==> src/rtl/debounce_pkg.sv <==
// Shared definitions for the push-button debouncer: FSM state encoding,
// default stability requirement and a small state-decoding helper.
package debounce_pkg;

    localparam int STABLE_TICKS_DEFAULT = 10;

    typedef enum logic [1:0] {
        IDLE        = 2'd0,
        CHK_PRESS   = 2'd1,
        PRESSED     = 2'd2,
        CHK_RELEASE = 2'd3
    } db_state_t;

    // The accepted level only changes when a check completes, so both the
    // stable-high state and the release check report a pressed button.
    function automatic logic state_level(input db_state_t s);
        return (s == PRESSED) || (s == CHK_RELEASE);
    endfunction

endpackage

==> src/rtl/btn_debounce_rise_detect.sv <==
// Registers a slow enable-style signal into clk_in and produces a one-cycle
// strobe the cycle after it is first sampled high following a low sample.
module rise_detect (
    input  logic clk_in,
    input  logic rst_a_p,
    input  logic sig_in,
    output logic pulse_out
);

    logic sample_reg;
    logic hist_reg;

    always_ff @(posedge clk_in or posedge rst_a_p) begin
        if (rst_a_p) begin
            sample_reg <= 1'b0;
            hist_reg   <= 1'b0;
        end else begin
            sample_reg <= sig_in;
            hist_reg   <= sample_reg;
        end
    end

    // Both operands are flops, so the strobe never depends combinationally on sig_in.
    assign pulse_out = sample_reg & ~hist_reg;

endmodule

==> src/rtl/btn_debounce.sv <==
// Push-button debouncer: synchronizes the raw button, qualifies each new level
// over STABLE_TICKS slow ticks and reports the level plus press/release strobes.
module btn_debounce
    import debounce_pkg::*;
#(
    parameter int STABLE_TICKS = STABLE_TICKS_DEFAULT
) (
    input  logic clk_in,
    input  logic rst_a_p,
    input  logic tick_clk,
    input  logic btn_in,
    output logic btn_level,
    output logic btn_press,
    output logic btn_release
);

    localparam int CNT_W = $clog2(STABLE_TICKS + 1);
    localparam logic [CNT_W-1:0] LAST_CNT = CNT_W'(STABLE_TICKS - 1);

    logic sync1_reg;
    logic btn_sync;
    logic tick;

    db_state_t       state_reg, state_next;
    logic [CNT_W-1:0] cnt_reg, cnt_next;

    logic level_reg, level_next;
    logic press_reg, press_next;
    logic release_reg, release_next;

    // Two-flop synchronizer for the asynchronous button input.
    always_ff @(posedge clk_in or posedge rst_a_p) begin
        if (rst_a_p) begin
            sync1_reg <= 1'b0;
            btn_sync  <= 1'b0;
        end else begin
            sync1_reg <= btn_in;
            btn_sync  <= sync1_reg;
        end
    end

    rise_detect u_tick_rise (
        .clk_in    (clk_in),
        .rst_a_p   (rst_a_p),
        .sig_in    (tick_clk),
        .pulse_out (tick)
    );

    always_ff @(posedge clk_in or posedge rst_a_p) begin
        if (rst_a_p) begin
            state_reg <= IDLE;
            cnt_reg   <= '0;
        end else begin
            state_reg <= state_next;
            cnt_reg   <= cnt_next;
        end
    end

    // A mismatch against the candidate level is tested before the tick, so an
    // abort always wins over a coincident tick.
    always_comb begin
        state_next = state_reg;
        cnt_next   = cnt_reg;
        unique case (state_reg)
            IDLE: begin
                cnt_next = '0;
                if (btn_sync) begin
                    state_next = CHK_PRESS;
                end
            end
            CHK_PRESS: begin
                if (!btn_sync) begin
                    state_next = IDLE;
                    cnt_next   = '0;
                end else if (tick) begin
                    if (cnt_reg == LAST_CNT) begin
                        state_next = PRESSED;
                        cnt_next   = '0;
                    end else begin
                        cnt_next = cnt_reg + 1'b1;
                    end
                end
            end
            PRESSED: begin
                cnt_next = '0;
                if (!btn_sync) begin
                    state_next = CHK_RELEASE;
                end
            end
            CHK_RELEASE: begin
                if (btn_sync) begin
                    state_next = PRESSED;
                    cnt_next   = '0;
                end else if (tick) begin
                    if (cnt_reg == LAST_CNT) begin
                        state_next = IDLE;
                        cnt_next   = '0;
                    end else begin
                        cnt_next = cnt_reg + 1'b1;
                    end
                end
            end
            default: begin
                state_next = IDLE;
                cnt_next   = '0;
            end
        endcase
    end

    // Strobes are derived from the registered level, so they line up exactly
    // with the cycle in which btn_level changes and can never coincide.
    always_comb begin
        level_next   = state_level(state_reg);
        press_next   = level_next & ~level_reg;
        release_next = ~level_next & level_reg;
    end

    always_ff @(posedge clk_in or posedge rst_a_p) begin
        if (rst_a_p) begin
            level_reg   <= 1'b0;
            press_reg   <= 1'b0;
            release_reg <= 1'b0;
        end else begin
            level_reg   <= level_next;
            press_reg   <= press_next;
            release_reg <= release_next;
        end
    end

    assign btn_level   = level_reg;
    assign btn_press   = press_reg;
    assign btn_release = release_reg;

endmodule

==> config.mk <==
export PLATFORM = sky130hd
export DESIGN_NAME = btn_debounce
export DESIGN_NICKNAME = d
export VERILOG_FILES = /design/src/rtl/debounce_pkg.sv /design/src/rtl/btn_debounce_rise_detect.sv /design/src/rtl/btn_debounce.sv
export SDC_FILE = /design/constraint.sdc
export NUM_CORES = 1
export LEC_CHECK = 0
export ABC_AREA = 0
export CORE_AREA = 4 4 41 43
export CTS_CLUSTER_DIAMETER = 120
export DETAILED_ROUTE_END_ITERATION = 8
export DIE_AREA = 0 0 45 47
export GPL_ROUTABILITY_DRIVEN = 0
export PLACE_DENSITY_LB_ADDON = 0.05
export SYNTH_ARGS = -nofsm -noshare
export SYNTH_HDL_FRONTEND = slang
export SYNTH_HIERARCHICAL = 1
export SYNTH_SLANG_ARGS = --single-unit
export TNS_END_PERCENT = 100
==> constraint.sdc <==
create_clock -name clk_in -period 2.2 [get_ports clk_in]
set_clock_uncertainty 0.1 [all_clocks]
set_input_delay 0.44 -clock clk_in [delete_from_list [all_inputs] [get_ports clk_in]]
set_output_delay 0.44 -clock clk_in [all_outputs]
set_load 0.01 [all_outputs]
==> summary.md <==
| Metric | Value |
|---|---|
| Status | `completed` |
| Final Hold Viols | `0` |
| Largest family of logic cells by synthesized area | `simple AND/OR/NAND/NOR gates` |
| Die ar. | `about 2100 um2` |
| Initial antenna violation count | `0` |
| Synth area leaders | `dfrtp_1 (64%), xor2_1 (5.2%), ha_1 (4.9%), inv_1 (2.9%), mux2_4 (2.9%)` |
| Htree depth | `1` |
| Final Util | `46.9%` |
| Sw Pwr | `around 82 uW` |
| Vias | `between 200 and 300` |
| CTS Root Cell | `clkbuf_4` |
| CTS Buf Count | `3` |
| Final ANT Viol Nets | `0` |
| Pin count of the biggest net entering global routing | `12` |
| Synth top area share | `63.9%` |
| CP Class | `reg2out` |
| Clock tree buffer depth | `2` |
| Setup Fix Bufs, Post-CTS | `0` |
| Total track usage | `8.37%` |
| Xor and xnor area share after synthesis | `between 6 and 7%` |
| Clk pin slew, worst setup/hold paths | `around 70 ps` |
| Slew HR | `between 70 and 80%` |
| Synthesized instance count | `39` |
| Yosys warnings | `6` |
| First-pass GRT wire length | `about 1.2 mm` |
| # port buffers | `6` |
| Layout cells sized above 1 | `about 15%` |
| DRC viols | `0` |
| Delay-heaviest family, CP | `buffers and inverters` |
| Synthesized flop and latch total | `13` |
| CP required | `roughly 1700 ps` |
| RSZ-0062 raised after global routing | `false` |
| Worst Setup End Kind | `output pin` |
| Crit path arrival time | `1160 ps` |
| CTS tree | `done` |
| Mapped Nets | `45` |
| Post-synthesis simple-gate area fraction | `approximately 15%` |
| Crit Path Max Fanout | `3` |
| Area of the mapped netlist | `around 500 um2` |
| Adder-Cell Fraction of Synth Area | `between 4 and 5%` |
| CP startpoint | `btn_level` |
| Clock power share | `around 34%` |
| Final Critical Period | `between 1500 and 2000 ps` |
| Mux contribution to synthesized area | `a little over 5%` |
| CP Launch Type | `flop` |
| Net switching fraction of the power | `between 20% and 30%` |
| Final Max Tran Viols | `0` |
| Max IR drop VDD | `about 0.35 mV` |
| Power density over the cells | `~670 nW/um2` |
| CP Cell Sequence | `clkdlybuf4s50_1` |
| Register area share after synthesis | `63.9%` |
| TritonRoute pass-1 iters | `2` |
| CP bufs+invs | `1` |
| Final Cycle Share | `77.1%` |
| Post-DP HPWL | `537 um` |
| Fmax | `around 590 MHz` |
| Area Overhead vs Synth | `19.9%` |
| Post-synthesis compound-gate area fraction | `0%` |
| Power Internal | `around 320 uW` |
| WL/cell | `roughly 11 um` |
| Worst-Skew Late Latency | `roughly 260 ps` |
| Total clock sinks | `13` |
| Core Box Area | `between 1000 and 1500 um2` |
| CTS Hold Bufs | `0` |
| Max cap viols | `0` |
| Chip width | `45 um` |
| Drt total wl | `~710 um` |
| Vias in the first global route | `304` |
| Total negative slack | `0 ps` |
| Vias/cell | `roughly 4.5` |
| Gate power share | `4.8%` |
| Chip height | `47 um` |
| Hold WC Path Type | `in2async` |
| R2R Path Start | `cnt_reg[1]` |
| I/O Pins | `7` |
| Crit path max-delay cell type | `clkdlybuf4s50_1` |
| Max FFs per register | `4` |
| Starting density of the core | `39.1%` |
| Synthesized area per cell | `around 13 um2` |
| Leak Pwr | `slightly below 0.0003 uW` |
| Worst stage delay on the critical path | `540 ps` |
| Num rows | `13` |
| 1st-iter DRT viols | `1` |
| Endpoints failing setup | `0` |
| Layout net count | `55` |
| Post-synth cell types | `17` |
| Total gr overflow | `0` |
| # resized after CTS | `0` |
| Area leader, netlist | `dfrtp_1` |
| Seq pwr share | `61.0%` |
| Tightest Pin Transition | `roughly 410 ps` |
| Antenna cells | `0` |
==> power by group through the flow <==
stage | logic, uW | clock network, uW | registers [uW]
after floorplan | 11.9 | 0 | 252
after global placement | 18.9 | 0 | 252
after detailed placement | 19.8 | 0 | 253
after CTS | 19.9 | 145 | 248
after global routing | 22.1 | 153 | 249
final | 19.4 | 139 | 248
==> cells in the mapped netlist, drive strengths merged <==
library cell	number
or2	1
inv	4
nor2	4
nand4b	1
nand2	1
clkbuf	1
nor2b	3
and2	1
mux2	2
xnor2	1
ha	2
dfrtp	13
nand3	1
nand4	1
xor2	3
==> area by class of cell <==
cell class              instances  area [um2]
clock buffers                   4        26.3
repair buffers                  6        60.1
multi-input cells              21         165
well taps                      15        18.8
flip-flops and latches         13         325
fillers                       125         691
inverters                       4        15.0
==> worst reg2reg max path, stage by stage, from the launching register on <==
cell	delay [ps]
dfrtp_1	410
inv_1	80
ha_1	140
nand4b_1	110
or2_1	260
mux2_4	300
==> through the flow <==
step	setup WS (ps)	power [uW]	hold slack (ps)	cell area, um2	cells
finish	503	406	246	611	63
global route	455	424	247	611	63
CTS	487	413	242	611	63
detailed placement	703	273	250	584	59
global placement	732	271	240	584	59
floorplan	800	264	81.2	509	39
==> layout by cell type (no fill, tap or decap), types with 2 or more instances in the layout <==
cell type / synthesis / routed
dfrtp_1: 13 / 13
clkdlybuf4s50_1: 0 / 6
nor2_1: 4 / 4
inv_1: 4 / 4
xor2_1: 3 / 3
clkbuf_4: 0 / 3
nor2b_1: 2 / 2
ha_1: 2 / 2
==> metal layers <==
| layer | vias up | track usage, % | wire length, um |
|---|---|---|---|
| met4 | 0 | 7.02 | 6 |
| met1 | 138 | 9.86 | 320 |
| met5 | - | 0 | 0 |
| met3 | 2 | 2.30 | 51 |
| met2 | 7 | 12.7 | 331 |
| li1 | 138 | - | - |
==> final timing paths <==
| path | endpoint | slack, ps | cells past startpoint |
|---|---|---|---|
| worst max-delay path | btn_level | 500 | 1 |
| worst min-delay path | u_tick_rise/hist_reg | 250 | 2 |
| worst max register to register | flop | 690 | 5 |
| worst min register to register | btn_sync | 260 | 0 |
| max in group asynchronous | state_reg[0] | 1330 | 2 |
| min in group clk_in | btn_sync | 260 | 0 |
==> logic make-up (layout without fill, tap and decap cells) <==
kind of cell / count (synthesis) / after routing
XOR/XNOR: 4 / 4
adder cells (fa/ha/maj): 2 / 2
buffers and inverters: 5 / 14
flip-flops: 13 / 13
multiplexers: 2 / 2
AND/OR/NAND/NOR: 13 / 13
Power figures use the tool's default switching activity.
